===== config.mk =====
export PLATFORM = sky130hd
export DESIGN_NAME = frame_writer
export DESIGN_NICKNAME = d
export VERILOG_FILES = /design/src/rtl/frame_writer.sv
export SDC_FILE = /design/constraint.sdc
export NUM_CORES = 1
export LEC_CHECK = 0
export BUFFER_PORTS_ARGS = -buffer_cell sky130_fd_sc_hd__buf_2
export CAP_MARGIN = 30
export CELL_PAD_IN_SITES_DETAIL_PLACEMENT = 0
export CELL_PAD_IN_SITES_GLOBAL_PLACEMENT = 1
export CORE_AREA = 2 2 133 135
export CTS_BUF_LIST = sky130_fd_sc_hd__clkbuf_16
export CTS_CLUSTER_DIAMETER = 150
export DETAILED_ROUTE_END_ITERATION = 6
export DIE_AREA = 0 0 135 137
export GPL_TIMING_DRIVEN = 0
export PLACE_DENSITY = 0.79
export SLEW_MARGIN = 20
export SYNTH_ARGS = -nofsm -noshare
export SYNTH_HDL_FRONTEND = slang
export SYNTH_SLANG_ARGS = --single-unit

===== constraint.sdc =====
create_clock -name clock -period 2.57 [get_ports clock]
set_input_delay 0.3855 -clock clock [delete_from_list [all_inputs] [get_ports clock]]
set_output_delay 0.3855 -clock clock [all_outputs]
set_load 0.02 [all_outputs]

===== src/rtl/frame_writer.sv =====
// -----------------------------------------------------------------------------
// frame_writer
//
// Packs an 8-bit palette-index pixel stream into 128-bit words (16 pixels per
// word, first pixel in the low byte) and writes them to the SDRAM back buffer.
// The back buffer is the one the display is not reading: frame_flip=1 selects
// 0x200000, frame_flip=0 selects 0x100000. A frame is LINES x 40 words.
//
// Optional feature: when the macro FRAME_CLEAR_EN is defined, the port
// clear_index is added and every frame starts by filling the whole back buffer
// with clear_index replicated 16 times before pixels are accepted.
//
// Ports
//   clock        in   1    system clock, rising edge
//   reset        in   1    synchronous active-high reset
//   new_frame    in   1    frame-start pulse (restarts the writer from any state)
//   frame_flip   in   1    display buffer select, latched at new_frame
//   pix_valid    in   1    upstream pixel strobe
//   pix_data     in   8    palette index
//   pix_ready    out  1    pixel accepted when pix_valid && pix_ready
//   disp_busy    in   1    display line buffer owns the SDRAM
//   sdram_Wait   in   1    SDRAM not yet initialised
//   sdram_wr     out  1    write request, held until sdram_ac
//   sdram_ac     in   1    one-cycle write acknowledge
//   sdram_addr   out  22   word address (base + word counter)
//   sdram_wdata  out  128  packed write word
//   done         out  1    back buffer fully written
//   clear_index  in   8    clear colour (FRAME_CLEAR_EN builds only)
// -----------------------------------------------------------------------------
module frame_writer #(
    parameter int unsigned LINES = 480
) (
    input  logic         clock,
    input  logic         reset,
    input  logic         new_frame,
    input  logic         frame_flip,
    input  logic         pix_valid,
    input  logic [7:0]   pix_data,
    output logic         pix_ready,
    input  logic         disp_busy,
    input  logic         sdram_Wait,
    output logic         sdram_wr,
    input  logic         sdram_ac,
    output logic [21:0]  sdram_addr,
    output logic [127:0] sdram_wdata,
`ifdef FRAME_CLEAR_EN
    input  logic [7:0]   clear_index,
`endif
    output logic         done
);

    localparam int unsigned WORDS_PER_LINE = 40;
    localparam int unsigned FRAME_WORDS    = LINES * WORDS_PER_LINE;
    localparam logic [14:0] LAST_WORD      = 15'(FRAME_WORDS - 1);
    localparam logic [21:0] BASE_LOW       = 22'h100000;
    localparam logic [21:0] BASE_HIGH      = 22'h200000;

    typedef enum logic [2:0] {
        IDLE  = 3'd0,
`ifdef FRAME_CLEAR_EN
        CLEAR = 3'd1,
`endif
        FILL  = 3'd2,
        WRITE = 3'd3,
        DONE  = 3'd4
    } state_t;

    state_t         r_state;
    logic [21:0]    r_base;
    logic [14:0]    r_word_cnt;
    logic [3:0]     r_pix_cnt;
    logic [127:0]   r_wdata;
    logic           r_wr;
    logic           r_pix_ready;
    logic           r_done;

    logic           w_accept;
    logic           w_ack;
    logic           w_can_req;
    logic           w_last_word;
    logic [21:0]    w_new_base;

    assign w_accept    = pix_valid & r_pix_ready;
    // An acknowledge only means something while our request is pending.
    assign w_ack       = sdram_ac & r_wr;
    assign w_can_req   = ~disp_busy & ~sdram_Wait;
    assign w_last_word = (r_word_cnt == LAST_WORD);
    // Write into the buffer the display is not reading.
    assign w_new_base  = frame_flip ? BASE_HIGH : BASE_LOW;

    always_ff @(posedge clock) begin
        if (reset) begin
            r_state     <= IDLE;
            r_base      <= BASE_LOW;
            r_word_cnt  <= '0;
            r_pix_cnt   <= '0;
            r_wdata     <= '0;
            r_wr        <= 1'b0;
            r_pix_ready <= 1'b0;
            r_done      <= 1'b0;
        end else if (new_frame) begin
            // Restart wins over any handshake in flight; an acked write in
            // this cycle is deliberately lost.
            r_base      <= w_new_base;
            r_word_cnt  <= '0;
            r_pix_cnt   <= '0;
            r_wr        <= 1'b0;
            r_done      <= 1'b0;
`ifdef FRAME_CLEAR_EN
            r_state     <= CLEAR;
            r_pix_ready <= 1'b0;
            r_wdata     <= {16{clear_index}};
`else
            r_state     <= FILL;
            r_pix_ready <= 1'b1;
            r_wdata     <= '0;
`endif
        end else begin
            case (r_state)
                IDLE: begin
                    r_wr        <= 1'b0;
                    r_pix_ready <= 1'b0;
                end

`ifdef FRAME_CLEAR_EN
                CLEAR: begin
                    if (!r_wr) begin
                        if (w_can_req) begin
                            r_wr <= 1'b1;
                        end
                    end else if (w_ack) begin
                        r_wr <= 1'b0;
                        if (w_last_word) begin
                            r_word_cnt  <= '0;
                            r_pix_cnt   <= '0;
                            r_state     <= FILL;
                            r_pix_ready <= 1'b1;
                        end else begin
                            r_word_cnt <= r_word_cnt + 15'd1;
                        end
                    end
                end
`endif

                FILL: begin
                    if (w_accept) begin
                        r_wdata[{r_pix_cnt, 3'b000} +: 8] <= pix_data;
                        // The 4-bit counter wraps to 0 on the 16th pixel,
                        // ready for the next word.
                        r_pix_cnt <= r_pix_cnt + 4'd1;
                        if (r_pix_cnt == 4'd15) begin
                            r_state     <= WRITE;
                            r_pix_ready <= 1'b0;
                        end
                    end
                end

                WRITE: begin
                    // Once raised, the request is held with stable address and
                    // data until acknowledged, even if disp_busy rises.
                    if (!r_wr) begin
                        if (w_can_req) begin
                            r_wr <= 1'b1;
                        end
                    end else if (w_ack) begin
                        r_wr <= 1'b0;
                        if (w_last_word) begin
                            r_state <= DONE;
                            r_done  <= 1'b1;
                        end else begin
                            r_word_cnt  <= r_word_cnt + 15'd1;
                            r_state     <= FILL;
                            r_pix_ready <= 1'b1;
                        end
                    end
                end

                DONE: begin
                    r_wr        <= 1'b0;
                    r_pix_ready <= 1'b0;
                    r_done      <= 1'b1;
                end

                default: begin
                    r_state     <= IDLE;
                    r_wr        <= 1'b0;
                    r_pix_ready <= 1'b0;
                    r_done      <= 1'b0;
                end
            endcase
        end
    end

    assign pix_ready   = r_pix_ready;
    assign sdram_wr    = r_wr;
    assign sdram_addr  = r_base + 22'(r_word_cnt);
    assign sdram_wdata = r_wdata;
    assign done        = r_done;

endmodule


==> flow_metrics.tcl <==
set metrics [dict create \
    status "finished clean" \
    coreArea_mm2 0.0171 \
    max_stage_delay_ps 430 \
    vdd_drop_max_mv 0.463 \
    numPortBuffers 155 \
    antenna_found_initial 0 \
    wl_met2_um 9270 \
    setup_tns_ps 0 \
    fmax_mhz 411 \
    slowest_stage "dfxtp_2" \
    clk_path_buf_depth 2 \
    post-route-period-util_pct 94.6 \
    async_reset_ff_share_pct 0 \
    worstMarginPinSlew_ps 832 \
    vias 5787 \
    vias_per_cell 5.21 \
    rsz0062_at_grt "no" \
    synth_edf_count 0 \
    swShare_pct 22.2 \
    crit_path_end_kind "flop" \
    dieWidth_um 135 \
    wl_per_cell_um 17.3 \
    syn_area_mm2 0.00670 \
    cp_top_family "simple AND/OR/NAND/NOR gates" \
    syn_to_final_growth_pct 26.0 \
    final_cell_mix "buf_2 (164), dfxtp_1 (154), nand2_1 (101), mux2i_1 (97), a21oi_1 (52)" \
    clkLatencyLatePin_ps 430 \
    leakage_nw 4.10 \
    maxUsedRoutingLayer "met4" \
    cp-start-kind "flop" \
    dpl_cell_area_mm2 0.00777 \
    cts_sinks 155 \
    grt_max_degree 17 \
    path_max_fanout 10 \
    holdBufCountCts 0 \
    seq_area_frac_synth_pct 46.3 \
    wirelength_um 19200 \
    dp_hpwl_um 13700 \
    ys.flop_type "dfxtp_1" \
    internal_power_mw 4.17 \
    netlist_instances 693 \
    die_area_mm2 0.0185 \
    hold_viol_final 0 \
    cellPowerDensity_mw_per_mm2 635 \
    syn-mean-instance-area_um2 9.67 \
    p_comb_share_pct 3.3 \
    setup_violations 0 \
    final_antenna_net_count 0 \
    power.total_mw 5.36 \
    path_class "flop to flop" \
    cts.reportedPaths.clkPinSlew_ps 60 \
    fin_ws_ps 138 \
    final_cell_area_mm2 0.00844 \
    nNetsFinal 893 \
    min_period_ps 2430 \
    worstPathArrival_ps 2740 \
    grt_pass1_wl_um 29800 \
    placement_rows 48 \
    first_pass_iters 5 \
    drc 0 \
    place_ws_ps -273 \
    maxCapViolCount 0 \
    finalClockSkew_ps 8.04 \
    path_buf_inv 4 \
    cts_tree "done" \
    crit_chain "clkbuf_2, inv_1, ha_1, buf_2, and2b_1, or2_1, buf_4, nand4_4, mux2i_1" \
    overflow 0 \
    wl_met1_um 8830 \
    die_h_um 137 \
    io_pins 169 \
    finalWeightedCongestion 0.804 \
    max-slew-margin-rel_pct 44.3 \
    slew_viol_final 0 \
    hold_path.class "input pin to flop" \
    drive_gt1_share_pct 26.9 \
    wl_met3_um 890 \
    root_buffer "clkbuf_16" \
    first_global_vias 5356 \
    synth_warnings 0 \
    yosysUniqueCellTypes 64 \
    drtIter0Drc 307 \
    cts_buffers 17 \
    p_seq_share_pct 45.0 \
    ys_seq_elements 155 \
    clock_power_share_pct 51.7 \
    power_switching_mw 1.19 \
    required_ps 2870 \
    layout_commonest_cell "buf_2" \
    cts_max_level 4 \
    diodes 0 \
    start_util_pct 39.3 \
    track_usage_pct 20.9 \
]
==> power by group through the flow <==
stage / sequential (mW) / combinational, mW / clock [mW]
finish: 2.41 / 0.176 / 2.78
global route: 2.41 / 0.191 / 2.93
CTS: 2.41 / 0.177 / 2.82
detailed placement: 2.47 / 0.176 / 0
global placement: 2.47 / 0.177 / 0
floorplan: 2.47 / 0.105 / 0
==> cell usage after synthesis (2+ instances only) <==
cell	number	share of area, %
a21o_1	4	0.45
a21oi_1	52	3.9
and2_1	2	0.19
and3_1	2	0.19
and3b_1	2	0.26
and4_1	2	0.26
buf_2	9	0.67
buf_4	8	0.90
buf_6	5	0.84
clkbuf_1	30	1.7
dfxtp_1	155	46
ha_1	5	0.93
inv_1	8	0.45
mux2i_1	97	14
nand2_1	101	5.7
nand3_1	40	3.0
nand4_1	20	1.9
nand4_2	2	0.37
nand4_4	10	3.2
nor2_1	26	1.5
nor2b_1	5	0.47
nor3_1	2	0.15
nor3b_1	2	0.22
nor4_1	3	0.28
o211ai_1	3	0.34
o21ai_0	28	2.1
o21ai_1	9	0.67
o311ai_1	2	0.26
o31ai_1	11	1.2
or2_2	2	0.19
or3_1	3	0.28
or4_1	9	1.0
xnor2_1	2	0.26
xnor2_4	2	0.82
==> cell type report <==
| type | instances | area [µm²] |
|---|---|---|
| buffer | 53 | 290 |
| inverter | 9 | 36.3 |
| clock inverter | 15 | 221 |
| fill | 1655 | 8620 |
| clock buffer | 17 | 425 |
| multi-input combinational | 480 | 3300 |
| sequential | 155 | 3100 |
| timing repair buffer | 156 | 783 |
| tap | 225 | 282 |
==> per-layer routing <==
| metal | track usage, % | vias to the layer above |
|---|---|---|
| met3 | 4.04 | 19 |
| li1 | - | 2845 |
| met2 | 35.0 | 150 |
| met4 | 6.77 | 0 |
| met5 | 0 | - |
| met1 | 27.3 | 2773 |
==> path summary, 6_finish.rpt <==
kind / startpoint / to / slack (ps) / cells past startpoint
worst max register to register: r_pix_cnt[1] / sdram_wdata[124] / 140 / 9
worst min-delay path: reset / r_base[21] / 170 / 2
worst max-delay path: r_pix_cnt[1] / sdram_wdata[124] / 140 / 9
worst min register to register: sdram_wdata[12] / sdram_wdata[12] / 450 / 2
==> registers in the layout (all words and copies together) (netlist names) <==
name         cells
pix_ready        1
sdram_wdata    128
sdram_wr         1
done             1
r_state          3
r_pix_cnt        4
r_word_cnt      15
r_base           2
==> cell families (layout without fill, tap and decap cells) <==
logic type / Yosys count / after routing / synth area share (%)
AO/OA/AOI/OAI: 121 / 121 / 10.9
XOR/XNOR: 5 / 5 / 1.21
adder cells (fa/ha/maj): 5 / 5 / 0.934
buffers and inverters: 62 / 250 / 4.86
flip-flops: 155 / 155 / 46.3
multiplexers: 97 / 97 / 14.5
other: 1 / 5 / 0.0560
AND/OR/NAND/NOR: 247 / 247 / 21.2
==> through the flow <==
step | utilization [%] | hold WS [ps] | cells
global placement | 45.6 | 443 | 1077
floorplan | - | 455 | 697
CTS | 49.4 | 149 | 1109
global route | 49.5 | 162 | 1110
finish | 49.5 | 171 | 1110
detailed placement | 45.6 | 448 | 1077
==> what timing repair did <==
| action | CTS | global route |
|---|---|---|
| endpoints found under the setup margin | 100 | 95 |
| pin swaps | 0 | 1 |
| buffers inserted | 0 | 1 |
| resized for setup | 2 | 4 |
(Power assumes the default switching activity.)
